**src/rtl/capture_sequencer.sv**
```systemverilog
// capture_sequencer: composite-sync driven line/pixel capture timing.
// Define LOCK_WATCHDOG_EN to drop lock after 8192 cycles without hsync.
module capture_sequencer #(
  parameter int H_START       = 120,
  parameter int H_PIXELS      = 640,
  parameter int V_START       = 23,
  parameter int V_LINES       = 256,
  parameter int VSYNC_MIN_LOW = 600,
  parameter int LINE_HALF     = 1920
) (
  input  logic       sysClock,
  input  logic       reset,
  input  logic       pixelClockX1_en,
  input  logic       hsync,
  input  logic       csync,
  output logic       captureEnable,
  output logic [9:0] writeAddress,
  output logic [8:0] lineNumber,
  output logic       lineDone,
  output logic       frameStart,
  output logic       field,
  output logic       locked
);

  typedef enum logic [2:0] {
    UNLOCKED,
    VBLANK,
    LINE_WAIT,
    CAPTURE,
    LINE_END
  } state_t;

  localparam logic [11:0] LP_VMIN   = 12'(VSYNC_MIN_LOW - 1);
  localparam logic [11:0] LP_HALF   = 12'(LINE_HALF);
  localparam logic [8:0]  LP_VSTART = 9'(V_START);
  localparam logic [8:0]  LP_VLAST  = 9'(V_LINES - 1);
  localparam logic [9:0]  LP_HLAST  = 10'(H_PIXELS - 1);
  // Leave LINE_WAIT one enable early so the H_START-th enable is captured
  localparam logic [9:0]  LP_HGO    = 10'(H_START - 2);

  state_t      r_state;
  state_t      w_state_nx;
  logic [11:0] r_low_cnt;
  logic [11:0] r_hcount;
  logic        r_vsync;
  logic [8:0]  r_vcnt;
  logic [8:0]  w_vcnt_nx;
  logic [8:0]  r_line;
  logic [8:0]  w_line_nx;
  logic [9:0]  r_hpix;
  logic [9:0]  w_hpix_nx;
  logic [9:0]  r_waddr;
  logic [9:0]  w_waddr_nx;
  logic        r_done;
  logic        w_done_nx;
  logic        r_field;
  logic        w_field_nx;
  logic        r_locked;
  logic        w_locked_nx;
  logic        w_timeout;
  logic        w_line_last;

  always_ff @(posedge sysClock) begin
    if (reset) begin
      r_low_cnt <= '0;
      r_vsync   <= 1'b0;
      r_hcount  <= '0;
    end else begin
      if (csync)
        r_low_cnt <= '0;
      else if (r_low_cnt != '1)
        r_low_cnt <= r_low_cnt + 12'd1;
      r_vsync <= !csync && (r_low_cnt == LP_VMIN);
      if (hsync)
        r_hcount <= '0;
      else if (r_hcount != '1)
        r_hcount <= r_hcount + 12'd1;
    end
  end

`ifdef LOCK_WATCHDOG_EN
  logic [12:0] r_wd;

  always_ff @(posedge sysClock) begin
    if (reset || hsync)
      r_wd <= '0;
    else
      r_wd <= r_wd + 13'd1;
  end

  assign w_timeout = (r_wd == '1) && !hsync;
`else
  assign w_timeout = 1'b0;
`endif

  always_ff @(posedge sysClock) begin
    if (reset) begin
      r_state  <= UNLOCKED;
      r_vcnt   <= '0;
      r_line   <= '0;
      r_hpix   <= '0;
      r_waddr  <= '0;
      r_done   <= 1'b0;
      r_field  <= 1'b0;
      r_locked <= 1'b0;
    end else begin
      r_state  <= w_state_nx;
      r_vcnt   <= w_vcnt_nx;
      r_line   <= w_line_nx;
      r_hpix   <= w_hpix_nx;
      r_waddr  <= w_waddr_nx;
      r_done   <= w_done_nx;
      r_field  <= w_field_nx;
      r_locked <= w_locked_nx;
    end
  end

  assign w_line_last = (r_line == LP_VLAST);

  always_comb begin
    w_state_nx  = r_state;
    w_vcnt_nx   = r_vcnt;
    w_line_nx   = r_line;
    w_hpix_nx   = r_hpix;
    w_waddr_nx  = r_waddr;
    w_done_nx   = 1'b0;
    w_field_nx  = r_field;
    w_locked_nx = r_locked;
    if (hsync) begin
      w_hpix_nx = '0;
      if (r_vcnt != '1)
        w_vcnt_nx = r_vcnt + 9'd1;
    end
    if (r_vsync) begin
      w_state_nx  = VBLANK;
      w_vcnt_nx   = '0;
      w_line_nx   = '0;
      w_hpix_nx   = '0;
      w_waddr_nx  = '0;
      w_locked_nx = 1'b1;
      w_field_nx  = (r_hcount >= LP_HALF);
    end else if (w_timeout) begin
      w_state_nx  = UNLOCKED;
      w_vcnt_nx   = '0;
      w_line_nx   = '0;
      w_hpix_nx   = '0;
      w_waddr_nx  = '0;
      w_locked_nx = 1'b0;
    end else begin
      unique case (r_state)
        UNLOCKED: ;
        VBLANK: begin
          if (hsync && (w_vcnt_nx == LP_VSTART))
            w_state_nx = LINE_WAIT;
        end
        LINE_WAIT: begin
          if (!hsync && pixelClockX1_en) begin
            if (r_hpix == LP_HGO) begin
              w_state_nx = CAPTURE;
              w_hpix_nx  = '0;
            end else begin
              w_hpix_nx = r_hpix + 10'd1;
            end
          end
        end
        CAPTURE: begin
          if (hsync) begin
            // Short line: close it and realign to this hsync
            w_done_nx  = 1'b1;
            w_waddr_nx = '0;
            if (w_line_last) begin
              w_state_nx = VBLANK;
            end else begin
              w_line_nx  = r_line + 9'd1;
              w_state_nx = LINE_WAIT;
            end
          end else if (pixelClockX1_en) begin
            if (r_waddr == LP_HLAST) begin
              w_done_nx  = 1'b1;
              w_waddr_nx = '0;
              w_state_nx = w_line_last ? VBLANK : LINE_END;
            end else begin
              w_waddr_nx = r_waddr + 10'd1;
            end
          end
        end
        LINE_END: begin
          if (hsync) begin
            w_line_nx  = r_line + 9'd1;
            w_state_nx = LINE_WAIT;
          end
        end
        default: w_state_nx = UNLOCKED;
      endcase
    end
  end

  assign captureEnable = pixelClockX1_en && (r_state == CAPTURE);
  assign writeAddress  = r_waddr;
  assign lineNumber    = r_line;
  assign lineDone      = r_done;
  assign frameStart    = r_vsync;
  assign field         = r_field;
  assign locked        = r_locked;

endmodule
```
**config.mk**
```make
export PLATFORM = sky130hd
export DESIGN_NAME = capture_sequencer
export DESIGN_NICKNAME = d
export VERILOG_FILES = /design/src/rtl/capture_sequencer.sv
export SDC_FILE = /design/constraint.sdc
export NUM_CORES = 1
export LEC_CHECK = 0
export ABC_AREA = 1
export CORE_ASPECT_RATIO = 1.1
export CORE_MARGIN = 1
export CORE_UTILIZATION = 40
export CTS_CLUSTER_SIZE = 28
export DETAILED_ROUTE_END_ITERATION = 7
export PLACE_DENSITY = 0.62
export SYNTH_ARGS = -nofsm -noshare
export SYNTH_HDL_FRONTEND = slang
export SYNTH_SLANG_ARGS = --single-unit
```
**constraint.sdc**
```tcl
create_clock -name sysClock -period 2.6 [get_ports sysClock]
set_input_delay 0.52 -clock sysClock [delete_from_list [all_inputs] [get_ports sysClock]]
set_output_delay 0.52 -clock sysClock [all_outputs]
set_load 0.01 [all_outputs]
```
# After elaboration in Yosys (flattened, before gate mapping)
# Cells that the tools add are included.
# word_totals
wordCells	92
inputBits	5
regBits	69
# op_classes
n_mux	27
bitwise	2
eq_ne	27
n_reduce_logical	17
add_sub_neg	6
n_lt_le_gt_ge	1
# ops
operator	n
two-way mux 10 bit	7
two-way mux 9 bit	5
adder 12 x 1 -> 12 bit (second input constant)	2
two-way mux 3 bit	8
!= test 12 bit (second input constant)	2
adder 10 x 1 -> 10 bit (second input constant)	2
adder 9 x 1 -> 9 bit (second input constant)	2
!= test 3 bit (second input constant)	6
case mux 9 bit (2 select lines)	1
case mux 3 bit (5 select lines)	1
!= test 2 bit (second input constant)	7
AND reduction 7 bit	2
== test 12 x 10 -> 1 bit (second input constant)	1
greater-or-equal comparator 12 x 11 -> 1 bit (second input constant)	1
== test 10 bit (second input constant)	1
== test 10 x 7 -> 1 bit (second input constant)	1
== test 9 x 5 -> 1 bit (second input constant)	1
== test 9 x 8 -> 1 bit (second input constant)	1
!= test 9 bit (second input constant)	1
!= test 4 bit (second input constant)	2
== test 3 x 2 -> 1 bit (second input constant)	2
OR reduction 2 bit	3
logical AND 1 bit	4
two-way mux 1 bit	4
10 further kinds	13

# Logic depth before layout (Yosys ltp)
# logic_depth
depth_word	8
ltp_mapped	15
mapped_depth_nobuf	15

# Worst setup path after synthesis
# OpenSTA, ideal clock, no wires.
# synth_timing
path_type	flip-flop to flip-flop
from	reg r_line[0] (netlist: lineNumber[0])
to	reg r_line[7] (netlist: lineNumber[7])
arrival_ns	1.750
stages_incl_launch_ff	13
path_buffers	0
setup_ns	0.115
period_less_slack_ns	1.865
t_required_ns	2.485
slack_ns	0.735
cell_sequence	dfxtp_1 ha_1 nand3_1 nor4_1 ha_1 o21ai_1 nand2_1 nor2_1 nand3_1 nor2_1 inv_2 o21ai_1 nor2_1
# synth_via
elab_chain_len	4
elab_cells_between_ends	8
classes_between	add/sub (1); eq/ne (2); mux (4); reduce/logical (1)
# synth_rtl
item	line	text
start, declared	48	logic [8:0] r_line;
start signal, assigned	109	r_line <= w_line_nx;
adder 9 x 1 -> 9 bit	174, 189	
two-way mux 9 bit	171	if (w_line_last) begin
two-way mux 9 bit	167	if (hsync) begin
case mux 9 bit (2 select lines)	150	unique case (r_state)
# Several ways; a longest one is shown, not always the timed one. The select of a mux whose other input is x is not followed.
# A chain may end at the register's enable or synchronous reset.

# Worst setup path after layout
# layout_timing
from	in pixelClockX1_en
to	out captureEnable
# layout_via
elab_chain_len	1
# layout_rtl
item	line	text
start, declared	13	input logic pixelClockX1_en,
logical AND 1 bit	198	assign captureEnable = pixelClockX1_en && (r_state == CAPTURE);
end, declared	16	output logic captureEnable,
# No other way between the ends.

==> summary.txt <==
Floorplan
  • Die outline width: 92.8 um
  • Die ar.: 9460 um^2
  • Initial Util: 41.1%
  • Die Ht: 102 um
  • Cell Rows: 36
  • Core Area: 8830 um^2
  • I/O pin total: 29

Critical path
  • R2r setup slk: 0.48 ns
  • Cell mode on critical path: clkdlybuf4s50_1
  • Worst R2R Start: lineNumber[0]
  • Crit path depth: 4
  • Crit-path cells: clkdlybuf4s50_1 -> inv_1 -> nor2_1 -> clkdlybuf4s50_1
  • Max stage delay on crit path: 0.54 ns
  • Crit path buf inv count: 3
  • Reg2reg end: lineNumber[7]
  • Crit path max-delay family: buffers and inverters
  • FF-to-FF path depth: 12
  • WP data arrival: 1.74 ns
  • Critical path required time: 2.08 ns
  • Setup crit start kind: input pin
  • CP Class: input pin to primary output
  • Critical Path Fanout Max: 3
  • CP endpoint kind: primary output
  • CP max stage cell: clkdlybuf4s50_1

Timing
  • Fin crit share: 86.8%
  • Final Max Slew Viols: 0
  • Hold Fails Final Rpt: 0
  • Setup TNS: 0 ns
  • RSZ-0062 raised after global routing: no
  • Clock skew: 0.00759 ns
  • Fmax: 0.443 GHz
  • Worst Tran Pin Value: 0.563 ns
  • Slew margin rel.: 62.3%
  • Fin Hold WS: 0.486 ns
  • Final setup violation count: 0
  • Post-route minimum period: 2.26 ns

Global route
  • Global route total overflow: 0
  • First-pass GRT wire length: 13300 um
  • Tot GR Track Use: 17.1%
  • Initial antenna violation count: 0
  • Pin count of the biggest net entering global routing: 16
  • Vias in the first global route: 3073

Min path
  • Worst hold path type: flip-flop to flip-flop
  • Min-Delay Endpoint: field
  • Hold Path Depth: 2
  • Hold Crit Start: field

Drt
  • 1st-pass router iterations: 4
  • DRC viols: 0
  • DR iter-0 viols: 128
  • Via count: 3414
  • Final ANT Viol Nets: 0
  • Routed vias/inst: 5.03
  • WL final: 7710 um
  • Routed len/inst: 11.3 um

Logic synthesis
  • Compound-cell area share of the yosys netlist: 14.8%
  • Yosys warning total: 0
  • Syn_nets: 532
  • Post-synthesis mux area share: 0%
  • Most instantiated cells after synthesis: nand2_1 (94), inv_1 (80), dfxtp_1 (69), nor2_1 (59), a21oi_1 (47)
  • Top-area cell type share of the netlist area: 38.1%
  • Cell variety after synth: 41
  • Post-Synth Simple-Gate Area: 30.8%
  • Post-Syn Area: 3630 um^2
  • Syn Area/Cell: 7.00 um^2
  • Post-Synth XOR/XNOR Area: 3.86%
  • Dominant synthesized flop cell: dfxtp_1
  • Mapped Cells: 518
  • Main combinational cell family by area after synthesis: simple AND/OR/NAND/NOR gates
  • Most numerous cell in the Yosys netlist: nand2_1
  • Cell taking the most area after synthesis: dfxtp_1
  • Async set-reset flop share out of synthesis: 0%
  • Register area share after synthesis: 38.1%
  • Dominant cells by area after synthesis: dfxtp_1 (38%), nand2_1 (9.7%), inv_1 (8.3%)
  • Post-synthesis adder-cell area fraction: 3.10%
  • Post-synth EDFFs: 0
  • #FFs+latches synth: 69

Placement
  • Dpl cells: 663
  • Post-DP HPWL: 5740 um
  • I/O Buffers: 28
  • GPL Wtd Cong: 0.865
  • Area of placed instances: 4090 um^2

Pwr
  • VDD IR max: 0.260 mV
  • Power Total: 2260 uW
  • Leakage Power: 0.00164 uW
  • Power Density: 519 nW/um^2

Finish
  • Post-layout net count: 574
  • Design Area, Final: 4350 um^2
  • Share of cells above drive strength 1: 8.32%
  • Final cell count without fillers: 679
  • # diodes: 0
  • Area growth syn-to-layout: 19.9%

Status
  • Outcome: finished clean

Clock network
  • CTS sink count: 69
  • Post-CTS repair timing setup buffer count: 0
  • CTS Hold Bufs: 0
  • Clock Path Buffers: 2
  • Clk root buf: clkbuf_8
  • H-tree levels: 3
  • CTS clk-pin slew, worst paths: 0.07 ns
  • CTS Buf Count: 9
  • CTS tree: yes
  • PostCTS Resize Cnt: 0
  • Clk_lat worst skew: 0.34 ns

Job
  • Max Cap Viol: 0
==> where the power goes <==
part | total (uW) | switching, uW | leakage [uW] | internal [uW]
clock | 1100 | 411 | 0.000126 | 691
combinational | 84.7 | 52.3 | 0.000958 | 32.4
sequential | 1070 | 9.20 | 0.000557 | 1060
total | 2260 | 472 | 0.00164 | 1790
==> worst min-delay path, cell delays in order (launching register included) <==
cell and delay (ns):
dfxtp_1 0.31, nor2_1 0.08, a311oi_1 0.05
==> through the flow <==
step | worst slack (ns) | util (%)
after detailed placement | 0.0525 | 46.3
after global placement | 0.143 | 46.3
after floorplan | 0.735 | -
after global routing | 0.225 | 49.3
final | 0.343 | 49.3
after CTS | 0.332 | 49.3
==> worst max path at each step <==
stage	start	end	slack (ns)
6_report	pixelClockX1_en	captureEnable	0.34
4_1_cts	pixelClockX1_en	captureEnable	0.33
5_1_grt	lineNumber[0]	lineNumber[7]	0.23
3_5_place_dp	hsync	r_state[0]	0.05
3_3_place_gp	hsync	r_state[0]	0.14
2_1_floorplan	lineNumber[0]	lineNumber[7]	0.73
==> placed cells by master (no fill, tap or decap), types with 4 or more instances in the layout <==
cell type	synthesis	routed
nand2_1	94	94
inv_1	80	80
dfxtp_1	69	69
nor2_1	59	59
a21oi_1	47	47
o21ai_0	30	30
nand3_1	29	29
clkdlybuf4s50_1	0	28
nor3_1	13	13
nand4_1	12	12
xor2_1	11	11
clkbuf_8	0	11
ha_1	9	9
buf_4	1	9
a211oi_1	6	6
nor4_1	5	5
xnor2_1	5	5
a31oi_1	5	5
nand3b_1	4	4
==> final cells by class <==
class / count / area (um^2)
fillers: 897 / 4480
multi-input cells: 360 / 1910
flip-flops and latches: 69 / 1380
repair buffers: 37 / 348
inverters: 83 / 312
clock buffers: 11 / 151
well taps: 114 / 143
clock inverters: 5 / 106
==> state kept, by name, indices dropped and copies added, names as in the netlist <==
signal / flops
lineNumber: 9
writeAddress: 10
frameStart: 1
locked: 1
r_state: 3
field: 1
r_hpix: 10
r_hcount: 12
r_vcnt: 9
r_low_cnt: 12
lineDone: 1
==> metal layers <==
| metal | vias to the layer above | share of wire (%) | track usage, % |
|---|---|---|---|
| met2 | 55 | 48 | 29.6 |
| met5 | - | 0 | 0 |
| met1 | 1567 | 48 | 21.5 |
| met3 | 11 | 2.7 | 2.75 |
| met4 | 0 | 1.5 | 6.75 |
| li1 | 1781 | - | - |
==> kinds of logic after synthesis <==
| logic type | Yosys count |
|---|---|
| adders and majority gates | 9 |
| and+or+nand+nor | 239 |
| AOI/OAI and AO/OA | 96 |
| DFF | 69 |
| xor gates and xnor gates | 16 |
| buffers and inverters | 89 |
(Power assumes the default switching activity.)
